[src/rtl/vector_sum_arb_if.sv]
// Handshake bundle for vector_sum_arb: per-requester word streams in, one frame result out.
// master is the requester/consumer side, slave is the arbiter.
interface vector_sum_arb_if #(
  parameter int unsigned NREQ   = 4,
  parameter int unsigned DATA_W = 10,
  parameter int unsigned MAXW   = 16
);
  localparam int unsigned POS_W = $clog2(DATA_W);
  localparam int unsigned ID_W  = $clog2(NREQ);
  localparam int unsigned CNT_W = $clog2(MAXW + 1);
  localparam int unsigned ACC_W = POS_W + 1 + $clog2(MAXW);

  logic [NREQ-1:0]        in_valid;
  logic [NREQ-1:0]        in_ready;
  logic [NREQ*DATA_W-1:0] in_data;
  logic [NREQ-1:0]        in_last;

  logic                   out_valid;
  logic                   out_ready;
  logic [ID_W-1:0]        out_id;
  logic [ACC_W-1:0]       out_sum;
  logic [CNT_W-1:0]       out_words;
  logic                   out_err;

  modport master (
    output in_valid, in_data, in_last, out_ready,
    input  in_ready, out_valid, out_id, out_sum, out_words, out_err
  );

  modport slave (
    input  in_valid, in_data, in_last, out_ready,
    output in_ready, out_valid, out_id, out_sum, out_words, out_err
  );
endinterface

[src/rtl/vector_sum_arb.sv]
// Frame-granular round-robin arbiter in front of a shared popcount accumulator.
// A granted requester owns the datapath until its last word; the result is held until consumed.
module vector_sum_arb #(
  parameter int unsigned DATA_W = 10,
  parameter int unsigned NREQ   = 4,
  parameter int unsigned MAXW   = 16
) (
  input  logic             clk,
  input  logic             rst,
  vector_sum_arb_if.slave  bus
);
  localparam int unsigned POS_W = $clog2(DATA_W);
  localparam int unsigned PC_W  = POS_W + 1;
  localparam int unsigned ID_W  = $clog2(NREQ);
  localparam int unsigned CNT_W = $clog2(MAXW + 1);
  localparam int unsigned ACC_W = POS_W + 1 + $clog2(MAXW);

  typedef enum logic [1:0] {
    ST_IDLE = 2'd0,
    ST_LOCK = 2'd1,
    ST_DONE = 2'd2
  } state_t;

  state_t             state_q, state_d;
  logic [ID_W-1:0]    ptr_q, ptr_d;
  logic [ID_W-1:0]    owner_q, owner_d;
  logic [ACC_W-1:0]   acc_q, acc_d;
  logic [CNT_W-1:0]   words_q, words_d;
  logic               err_q, err_d;

  logic [ID_W-1:0]    winner_c;
  logic               found_c;
  logic [ID_W-1:0]    sel_c;
  logic [DATA_W-1:0]  word_c;
  logic [PC_W-1:0]    pc_w_c;
  logic [ACC_W-1:0]   pc_c;
  logic [NREQ-1:0]    in_ready_c;

  // Round-robin search starting just after the previous owner
  always_comb begin
    winner_c = '0;
    found_c  = 1'b0;
    for (int unsigned k = 1; k <= NREQ; k++) begin
      if (!found_c && bus.in_valid[ID_W'((32'(ptr_q) + k) % NREQ)]) begin
        winner_c = ID_W'((32'(ptr_q) + k) % NREQ);
        found_c  = 1'b1;
      end
    end
  end

  // Only the granted lane feeds the popcount: the winner while idle, the owner afterwards
  always_comb begin
    sel_c  = (state_q == ST_IDLE) ? winner_c : owner_q;
    word_c = bus.in_data[32'(sel_c)*DATA_W +: DATA_W];
    pc_w_c = '0;
    for (int unsigned b = 0; b < DATA_W; b++) begin
      pc_w_c = pc_w_c + PC_W'(word_c[b]);
    end
    pc_c = ACC_W'(pc_w_c);
  end

  // Next-state and accumulation
  always_comb begin
    state_d    = state_q;
    ptr_d      = ptr_q;
    owner_d    = owner_q;
    acc_d      = acc_q;
    words_d    = words_q;
    err_d      = err_q;
    in_ready_c = '0;

    unique case (state_q)
      ST_IDLE: begin
        if (found_c) begin
          in_ready_c[winner_c] = 1'b1;
          owner_d = winner_c;
          acc_d   = pc_c;
          words_d = CNT_W'(1);
          err_d   = 1'b0;
          state_d = bus.in_last[winner_c] ? ST_DONE : ST_LOCK;
        end
      end

      ST_LOCK: begin
        in_ready_c[owner_q] = 1'b1;
        if (bus.in_valid[owner_q]) begin
          // Words past MAXW are drained so the requester can finish, but not counted
          if (words_q < CNT_W'(MAXW)) begin
            acc_d   = acc_q + pc_c;
            words_d = words_q + CNT_W'(1);
          end else begin
            err_d = 1'b1;
          end
          if (bus.in_last[owner_q]) begin
            state_d = ST_DONE;
          end
        end
      end

      ST_DONE: begin
        if (bus.out_ready) begin
          ptr_d   = owner_q;
          state_d = ST_IDLE;
        end
      end

      default: begin
        state_d = ST_IDLE;
      end
    endcase
  end

  // State registers
  always_ff @(posedge clk) begin
    if (rst) begin
      state_q <= ST_IDLE;
      ptr_q   <= ID_W'(NREQ - 1);
      owner_q <= '0;
      acc_q   <= '0;
      words_q <= '0;
      err_q   <= 1'b0;
    end else begin
      state_q <= state_d;
      ptr_q   <= ptr_d;
      owner_q <= owner_d;
      acc_q   <= acc_d;
      words_q <= words_d;
      err_q   <= err_d;
    end
  end

  assign bus.in_ready  = in_ready_c;
  assign bus.out_valid = (state_q == ST_DONE);
  assign bus.out_id    = owner_q;
  assign bus.out_sum   = acc_q;
  assign bus.out_words = words_q;
  assign bus.out_err   = err_q;

endmodule

[src/flat_wrapper.sv]
// flat-port wrapper written by rule: the top's interface ports become plain ports
module vector_sum_arb_flat 
#(
  parameter int unsigned DATA_W = 10,
  parameter int unsigned NREQ   = 4,
  parameter int unsigned MAXW   = 16
)
  (clk, rst, bus_in_valid, bus_in_data, bus_in_last, bus_out_ready, bus_in_ready, bus_out_valid, bus_out_id, bus_out_sum, bus_out_words, bus_out_err);
  vector_sum_arb_if #(.NREQ(NREQ), .DATA_W(DATA_W), .MAXW(MAXW)) bus_i ();
  input  logic clk;
  input  logic rst;
  input wire logic [$bits(bus_i.in_valid)-1:0] bus_in_valid;
  input wire logic [$bits(bus_i.in_data)-1:0] bus_in_data;
  input wire logic [$bits(bus_i.in_last)-1:0] bus_in_last;
  input wire logic [$bits(bus_i.out_ready)-1:0] bus_out_ready;
  output wire logic [$bits(bus_i.in_ready)-1:0] bus_in_ready;
  output wire logic [$bits(bus_i.out_valid)-1:0] bus_out_valid;
  output wire logic [$bits(bus_i.out_id)-1:0] bus_out_id;
  output wire logic [$bits(bus_i.out_sum)-1:0] bus_out_sum;
  output wire logic [$bits(bus_i.out_words)-1:0] bus_out_words;
  output wire logic [$bits(bus_i.out_err)-1:0] bus_out_err;
  assign bus_i.in_valid = bus_in_valid;
  assign bus_i.in_data = bus_in_data;
  assign bus_i.in_last = bus_in_last;
  assign bus_i.out_ready = bus_out_ready;
  assign bus_in_ready = bus_i.in_ready;
  assign bus_out_valid = bus_i.out_valid;
  assign bus_out_id = bus_i.out_id;
  assign bus_out_sum = bus_i.out_sum;
  assign bus_out_words = bus_i.out_words;
  assign bus_out_err = bus_i.out_err;
  vector_sum_arb #(.DATA_W(DATA_W), .NREQ(NREQ), .MAXW(MAXW)) u_core (.clk(clk), .rst(rst), .bus(bus_i));
endmodule
[config.mk]
export PLATFORM = sky130hd
export DESIGN_NAME = vector_sum_arb_flat
export DESIGN_NICKNAME = d
export VERILOG_FILES = /design/src/rtl/vector_sum_arb_if.sv /design/src/rtl/vector_sum_arb.sv /design/src/flat_wrapper.sv
export SDC_FILE = /design/constraint.sdc
export NUM_CORES = 1
export LEC_CHECK = 0
export CAP_MARGIN = 20
export CORE_MARGIN = 3
export CORE_UTILIZATION = 34
export DETAILED_ROUTE_END_ITERATION = 7
export DONT_BUFFER_PORTS = 1
export GPL_TIMING_DRIVEN = 0
export MAX_ROUTING_LAYER = met4
export SKIP_LAST_GASP = 1
export SLEW_MARGIN = 30
export SYNTH_ARGS = -nofsm -noshare
export SYNTH_HDL_FRONTEND = slang
export SYNTH_SLANG_ARGS = --single-unit
[constraint.sdc]
create_clock -name clk -period 6.54 [get_ports clk]
set_input_delay 0.981 -clock clk [delete_from_list [all_inputs] [get_ports clk]]
set_output_delay 0.981 -clock clk [all_outputs]
set_load 0.01 [all_outputs]
Yosys cells after proc, flatten, opt, wreduce, memory -nomap -nowiden
Cells that the tools add are included.
- $mul: 1
- reductions and logical operators: 15
- shift-type cells: 1
- divide/modulo/power cells: 0
- multiplexer cells: 47
- bitwise gates (word level): 0
- equality and inequality tests: 8
- $lt $le $gt $ge: 9
- add/sub/neg operators: 15
- operators by type and width (operator ; count):
    5-bit by 1-bit adder with 5-bit output ; 8
    40-bit by 7-bit indexed part select with 10-bit output ; 1
    9-bit 2-to-1 mux ; 3
    2-bit 2-to-1 mux ; 10
    2-bit by 3-bit < comparator with 1-bit output (second input constant) ; 6
    9-bit one-hot mux with 2 select lines ; 1
    1-bit 2-to-1 mux ; 16
    5-bit 2-to-1 mux ; 3
    1-bit binary-select mux with 2-bit select ; 7
    4-bit AND reduction ; 3
    5-bit one-hot mux with 2 select lines ; 1
    9-bit by 5-bit adder with 9-bit output ; 1
    2-bit by 1-bit inequality test with 1-bit output (second input constant) ; 4
    4-bit one-hot mux with 2 select lines ; 1
    2-bit one-hot mux with 3 select lines ; 1
    5-bit by 1-bit adder with 5-bit output (second input constant) ; 1
    1-bit logical AND ; 5
    5-bit < comparator (second input constant) ; 1
    2-bit by 3-bit multiplier with 5-bit output (second input constant) ; 1
    2-bit by 1-bit adder with 2-bit output (second input constant) ; 2
    2-bit adder (second input constant) ; 2
    1-bit demux with 2-bit select ; 2
    2-bit by 1-bit >= comparator with 1-bit output (second input constant) ; 2
    4-bit 2-to-1 mux ; 1
    other kinds (9) ; 13
- output and inout bits: 22
- memories: 0
- input bits: 51
- flip-flop bits (word level): 21
- ROM bits: 0
- memory bits (writable): 0
- logic and storage cells: 102
- latch bits: 0

Longest topological paths before layout
Gate-level depths: netlist of run 1.
- word-level depth: 29
- gate-level depth with buffers: 22
- depth with buffers taken out: 20

Least setup slack after synthesis of run 1
Ideal clock, no wire load.
- kind: in2reg
- from: input port bus_in_valid[3]
- to: register u_core.acc_q[6] (netlist: u_core.bus.out_sum[6])
- stages on the path: 19
- setup slack: -0.298 ns
- required time: 6.412 ns
- library setup time: 0.128 ns
- arrival time: 6.710 ns
- cell sequence: clkbuf_2 -> o21ai_1 -> or3_1 -> buf_6 -> o21ai_4 -> mux4_1 -> ha_1 -> inv_1 -> fa_1 -> fa_1 -> fa_1 -> fa_1 -> fa_1 -> fa_1 -> nor2b_1 -> o21ai_0 -> a2111oi_0 -> xnor2_1 -> nor2_1
- word-level cells in the longest chain between the ends: 28
- RTL lines (element ; RTL line ; source):
    start: declaration ; flat_wrapper.sv:12 ; input wire logic [$bits(bus_i.in_valid)-1:0] bus_in_valid;
    1-bit binary-select mux with 2-bit select ; vector_sum_arb.sv:44 ; if (!found_c && bus.in_valid[ID_W'((32'(ptr_q) + k) % NREQ)]) begin
    1-bit 2-to-1 mux (not written as such) ; vector_sum_arb.sv:44 ;
    1-bit 2-to-1 mux ; vector_sum_arb.sv:44 ;
    1-bit logical NOT ; vector_sum_arb.sv:44 ;
    1-bit logical AND ; vector_sum_arb.sv:44 ;
    1-bit 2-to-1 mux ; vector_sum_arb.sv:44 ;
    1-bit logical NOT ; vector_sum_arb.sv:44 ;
    1-bit logical AND ; vector_sum_arb.sv:44 ;
    [5 not listed] ; -- ;
    2-bit by 3-bit multiplier with 5-bit output ; vector_sum_arb.sv:54 ; word_c = bus.in_data[32'(sel_c)*DATA_W +: DATA_W];
    40-bit by 7-bit indexed part select with 10-bit output ; vector_sum_arb.sv:54 ;
    1-bit by 1-bit adder with 2-bit output ; vector_sum_arb.sv:57 ; pc_w_c = pc_w_c + PC_W'(word_c[b]);
    5-bit by 1-bit adder with 5-bit output (8 in series) ; vector_sum_arb.sv:57 ;
    9-bit by 5-bit adder with 9-bit output ; vector_sum_arb.sv:89 ; acc_d = acc_q + pc_c;
    9-bit 2-to-1 mux ; vector_sum_arb.sv:88 ; if (words_q < CNT_W'(MAXW)) begin
    9-bit 2-to-1 mux ; vector_sum_arb.sv:86 ; if (bus.in_valid[owner_q]) begin
    9-bit one-hot mux with 2 select lines ; vector_sum_arb.sv:72 ; unique case (state_q)
    end signal: assignment ; vector_sum_arb.sv:119 ; acc_q <= '0;
    end signal: assignment ; vector_sum_arb.sv:126 ; acc_q <= acc_d;
    end: declaration ; vector_sum_arb.sv:27 ; logic [ACC_W-1:0] acc_q, acc_d;
Several ways; a longest one is shown, not always the timed one. The select of a mux whose other input is x is not followed.
A chain may end at the register's enable or synchronous reset.

Final worst setup path of run 1
Ends and elaborated chain as after synthesis.

==> out/qor.yml, run 1 <==
grt_pass1_wl_um: 8710
drt-initial-drc-count: 117
cts_hold_buf: 0
rsz0062_at_grt: "false"
hold_path_depth: 2
rows: 27
drt-vias-per-instance: 5.49
crit_family: "adder cells"
dieHeight_um: 84.0
drt_pass1_iterations: 4
status: "finished clean"
slowest_stage: "fa_1"
fin_skew_ns: 0.00495
coreArea_mm2: 0.00571
yosys.area.top_type: "dfxtp_1"
pin_count: 73
avgSynthCellArea_um2: 8.76
drive_gt1_share_pct: 20.1
worst_setup_path_start_kind: "input port"
cts_buffer_depth: 2
whs_endpoint: "u_core.bus.out_err"
yosysWarnings: 0
synth_edf_count: 0
grt-ovfl-total: 0
cp_common_cell: "fa_1"
hp-class: "register to register"
worst-path-stages: 21
area_growth_pct: 12.2
crit_path_start: "bus_in_valid[3]"
finalSetupViolCount: 0
synth_top_area_share_pct: 20.3
synthTopCellsByArea: "dfxtp_1, mux2i_1, fa_1"
critPathMaxStageDelay_ns: 0.52
synth_nets: 304
path_cells: "clkbuf_4 -> or4_4 -> mux2i_2 -> a31oi_2 -> buf_6 -> buf_8 -> mux4_2 -> ha_1 -> inv_1 -> fa_1 -> fa_1 -> fa_1 -> fa_2 -> fa_1 -> xor2_1 -> ha_1 -> nor2b_4 -> o21ai_1 -> a2111oi_2 -> xnor2_1 -> nor2_1"
finalCritPeriodShare_pct: 96.0
place_ws_ns: -0.318
postRouteAntennaNets: 0
rr_endpoint: "u_core.bus.out_sum[6]"
final_common_cell: "nor2_1"
ys_seq_area_share_pct: 20.3
ctsHtreeMaxLevel: 1
rr_worst_depth: 21
vias: 1763
nNetsFinal: 318
wl_um: 5410
critical_path_class: "input port to register"
drcViolationCount: 0
cts_tree: "yes"
cts_buffers: 3
hpwl_um: 4210
r2r_setup_slack_ns: 0.65
max_freq_mhz: 159
rr_startpoint: "u_core.ptr_q[1]"
ys_types: 56
gp_congestion: 0.866
worstHoldStart: "u_core.bus.out_err"
die_x_um: 84.0
synth_flop_cell: "dfxtp_1"
track_usage_pct: 15.4
tightest_slew_ns: 0.866
final_cell_mix: "nor2_1, dfxtp_1, nand2_1"
slew_violations: 0
finalHoldViolations: 0
hold_ws_ns: 0.556
initial_core_util_pct: 36.2
period_needed_ns: 6.28
postSynthCellCount: 236
cts-root-buf: "clkbuf_8"
crit_path_max_fanout: 10
synthArstFlopShare_pct: 0
slew_headroom_pct: 41.7
grt_pass1_vias: 1778
cp_data_required_time_ns: 6.68
grt_max_degree: 12
cts_sinks: 21
worstSkewPairLatency_ns: 0.26
stdcell_area_mm2: 0.00232
clk_pin_slew_worst_paths_ns: 0.08
antenna_found_initial: 0
placed_cell_area_mm2: 0.00216
antennaDiodeCount: 0
worstSetupEndpointType: "register"
maxCapViolations: 0
crit_buf_inv: 4
wire_per_inst_um: 16.9
die-area_mm2: 0.00705
synth-seq-cells: 21
portBuffers: 0
setup_ws_ns: 0.262
cp_data_arrival_time_ns: 6.42
syn-cell-area_mm2: 0.00207
what timing repair did:
item / in CTS / in global routing
pin swaps: 1 / 7
gates resized for setup: 0 / 11
endpoints found under the setup margin: 5 / 6
cloned: 0 / 0
buffers inserted: 2 / 7
worst register-to-register path, cell delays in order, from the launching register on:
cell and delay (ns):
dfxtp_1 0.31, buf_6 0.13, o211ai_2 0.05, o21ai_1 0.10
or3_4 0.39, buf_6 0.14, o21ai_4 0.17, mux4_2 0.51
ha_1 0.29, inv_1 0.05, fa_1 0.52, fa_1 0.44
fa_1 0.50, fa_2 0.36, fa_1 0.38, xor2_1 0.19
ha_1 0.34, nor2b_4 0.16, o21ai_1 0.10, a2111oi_2 0.42
xnor2_1 0.16, nor2_1 0.05
cell families after synthesis:
family / Yosys count / synth area share, %
fa+ha+maj: 17 / 12.8
xor+xnor: 8 / 3.39
mux: 31 / 18.3
compound gates: 56 / 20.7
flops: 21 / 20.3
buf+inv: 31 / 7.75
simple gates: 72 / 16.7
synthesized netlist by cell type, types with 5 or more instances:
master,count
mux2_2,8
nand2_1,19
inv_1,17
a211oi_1,7
a21oi_1,12
dfxtp_1,21
fa_1,7
nor2b_1,5
nand2b_1,6
mux2i_1,19
o21ai_0,6
nor2_1,25
ha_1,10
xnor2_1,6
sequential cells by signal, indices dropped and copies added, names as in the netlist:
signal	count
u_core.state_q	2
u_core.bus.out_err	1
u_core.bus.out_sum	9
u_core.bus.out_words	5
u_core.ptr_q	2
u_core.bus.out_id	2
per-stage QoR:
stage	TNS [ns]	utilization [%]	std cells
2_1_floorplan	0	-	236
3_3_place_gp	-1.31	37.9	308
3_5_place_dp	-1.56	37.9	308
4_1_cts	0	38.9	314
5_1_grt	0	40.6	321
6_report	0	40.6	321
metal layers:
| metal | routed length [um] | track usage, % | part of all wire, % |
|---|---|---|---|
| met5 | 0 | - | 0 |
| met4 | 29 | 2.49 | 0.54 |
| met3 | 366 | 4.44 | 6.8 |
| met2 | 2720 | 24.9 | 50 |
| met1 | 2290 | 19.4 | 42 |
how the worst max path moves through the flow:
stage | endpoint
after floorplan | u_core.bus.out_sum[6]
after global placement | u_core.bus.out_sum[5]
after detailed placement | u_core.bus.out_sum[5]
after CTS | u_core.bus.out_sum[5]
after global routing | u_core.bus.out_sum[6]
final | u_core.bus.out_sum[6]
area by class of cell:
type / count / area (um^2)
plain buffers: 14 / 103
repair buffers: 9 / 67.6
inverters: 17 / 63.8
well taps: 72 / 90.1
fillers: 564 / 3390
clock buffers: 4 / 45.0
flip-flops and latches: 21 / 420
multi-input cells: 184 / 1530
Power of run 1 is not shown: default switching activity piles up to over one toggle a cycle in this logic, so the estimate is an artifact.
==> inputs of run 2 (changes only) <==
--- a/config.mk
+++ b/config.mk
@@ -12,7 +12,6 @@
 export DONT_BUFFER_PORTS = 1
 export GPL_TIMING_DRIVEN = 0
 export MAX_ROUTING_LAYER = met4
-export SKIP_LAST_GASP = 1
 export SLEW_MARGIN = 30
 export SYNTH_ARGS = -nofsm -noshare
 export SYNTH_HDL_FRONTEND = slang
==> results of run 2 <==
No change in the layout: final DEF, timing and power equal those of run 1.
Power of run 2 is left out for the same reason.
==> inputs of run 3 (changes only) <==
--- a/config.mk
+++ b/config.mk
@@ -7,11 +7,12 @@
 export LEC_CHECK = 0
 export CAP_MARGIN = 20
 export CORE_MARGIN = 3
-export CORE_UTILIZATION = 34
+export CORE_UTILIZATION = 58
 export DETAILED_ROUTE_END_ITERATION = 7
 export DONT_BUFFER_PORTS = 1
 export GPL_TIMING_DRIVEN = 0
 export MAX_ROUTING_LAYER = met4
+export PLACE_DENSITY = 0.76
 export SLEW_MARGIN = 30
 export SYNTH_ARGS = -nofsm -noshare
 export SYNTH_HDL_FRONTEND = slang
==> run 3 against run 2 <==
Compared with the run above: sequential share of layout area rose by 0.62 points; die area fell by 39%; first-iteration DRC count fell by 38%; design area fell by 3.3%; critical path depth fell by 1; largest cell class unchanged.
==> out/qor.yml, run 3 (synthesis results as in run 1) <==
ctsHtreeMaxLevel: 1  # unchanged
drt-initial-drc-count: 72  # -38%
drcViolationCount: 0  # unchanged
wire_per_inst_um: 16.3  # -3.2%
hpwl_um: 3680  # -13%
cts_buffers: 3  # unchanged
worstSetupEndpointType: "register"
largest_register_ffs: 9  # unchanged
tightest_slew_ns: 0.859  # -0.00713 ns
worstHoldStart: "u_core.bus.out_err"
hp-class: "register to register"
grt_pass1_vias: 1636  # -8.0%
die-area_mm2: 0.00432  # -39%
die_x_um: 65.7  # -22%
gp_congestion: 0.844  # -2.6%
path_cells: "clkbuf_4 -> o21ai_1 -> or3_1 -> buf_6 -> o21ai_4 -> mux4_2 -> ha_1 -> inv_1 -> fa_1 -> fa_1 -> fa_1 -> fa_2 -> fa_1 -> xor2_1 -> ha_1 -> nor2b_4 -> o21ai_1 -> a2111oi_2 -> xnor2_1 -> nor2_1"
max_freq_mhz: 159  # about the same
cts_hold_buf: 0  # unchanged
critical_path_class: "input port to register"
cts_buffer_depth: 2  # unchanged
track_usage_pct: 22.2  # +6.8 points
pin_count: 73  # unchanged
rr_endpoint: "u_core.bus.out_sum[6]"
cp_data_arrival_time_ns: 6.47  # +0.05 ns
slew_violations: 0  # unchanged
grt_pass1_wl_um: 7450  # -14%
worst_setup_path_start_kind: "input port"
fillCellCount: 301  # -47%
portBuffers: 0  # unchanged
status: "finished clean"
period_needed_ns: 6.28  # -0.00170 ns
final_common_cell: "nor2_1"
cp_data_required_time_ns: 6.74  # +0.06 ns
coreArea_mm2: 0.00339  # -41%
initial_core_util_pct: 61.0  # +25 points
rows: 21  # -22%
slew_headroom_pct: 42.2  # +0.48 points
clk_pin_slew_worst_paths_ns: 0.12  # +0.04 ns
worstSkewPairLatency_ns: 0.31  # +0.05 ns
drt_pass1_iterations: 4  # unchanged
cts_tree: "yes"
r2r_setup_slack_ns: 0.59  # -0.06 ns
crit_path_start: "bus_in_valid[3]"
whs_endpoint: "u_core.bus.out_err"
dieHeight_um: 65.7  # -22%
drt-vias-per-instance: 6.16  # +12%
grt-ovfl-total: 0  # unchanged
final_cell_mix: "nor2_1, dfxtp_1, nand2_1, mux2i_1, inv_1"
area_growth_pct: 8.47
finalHoldViolations: 0  # unchanged
finalCritPeriodShare_pct: 96.0  # about the same
wl_um: 4820  # -11%
maxCapViolations: 0  # unchanged
drive_gt1_share_pct: 18.5  # -1.6 points
crit_path_max_fanout: 9  # -1
critPathMaxStageDelay_ns: 0.54  # +0.02 ns
nNetsFinal: 318  # unchanged
rr_startpoint: "u_core.ptr_q[1]"
vias: 1816  # +3.0%
cp_common_cell: "fa_1"
antennaDiodeCount: 0  # unchanged
cts_sinks: 21  # unchanged
cts-root-buf: "clkbuf_4"
finalSetupViolCount: 0  # unchanged
tns_ns: 0  # unchanged
rr_worst_depth: 21  # unchanged
grt_max_degree: 12  # unchanged
antenna_found_initial: 0  # unchanged
hold_path_depth: 2  # unchanged
fin_skew_ns: 0.00221  # -0.00274 ns
postRouteAntennaNets: 0  # unchanged
rsz0062_at_grt: "false"
slowest_stage: "mux4_2"
[run 3: cell counts in the layout (fill, tap and decap cells not counted)]
No cell type changed its count.
[run 3: worst max path at each step]
| stage | slack [ns] | to |
|---|---|---|
| 2_1_floorplan | 0.03 | u_core.bus.out_sum[6] |
| 3_3_place_gp | -0.27 | u_core.bus.out_sum[6] |
| 3_5_place_dp | -0.32 | u_core.bus.out_sum[6] |
| 4_1_cts | 0.02 | u_core.bus.out_sum[6] |
| 5_1_grt | 0.01 | u_core.bus.out_sum[6] |
| 6_report | 0.26 | u_core.bus.out_sum[6] |
[run 3: metrics by stage]
step,instances,instance area [um^2],setup slack [ns],utilization [%],hold slack (ns)
final,295,2240,0.264,66.1,0.564
after CTS,286,2160,0.0165,63.6,0.571
after global placement,282,2130,-0.270,62.8,0.545
after detailed placement,282,2130,-0.317,62.8,0.549
after floorplan,236,2070,0.0253,-,0.505
after global routing,295,2240,0.0122,66.1,0.592
[run 3: repair_timing]
action,in CTS,in global routing
resized for setup,0,6
setup buffers,0,9
endpoints found under the setup margin,0,6
[run 3: cell type report]
class	count	area, um^2	share of cell area [%]
repair buffers	9	67.6	3.01
well taps	46	57.6	2.57
plain buffers	14	98.8	4.41
clock buffers	4	26.3	1.17
flip-flops and latches	21	420	18.7
multi-input cells	184	1510	67.2
inverters	17	63.8	2.85
[run 3: critical path, delay by kind of cell]
kind / cells / cell delay (ns)
simple gates: 3 / 0.59
compound gates: 4 / 0.84
xor+xnor: 2 / 0.36
fa+ha+maj: 7 / 2.80
buf+inv: 3 / 0.34
mux: 1 / 0.54
[run 3: per-layer routing]
metal	vias up	wire, um	global-route usage, %
li1	873	-	-
met1	856	2010	28.8
met2	82	2340	36.4
met3	5	422	3.08
met4	0	40	5.44
met5	-	0	-
Power of run 3 is left out for the same reason.
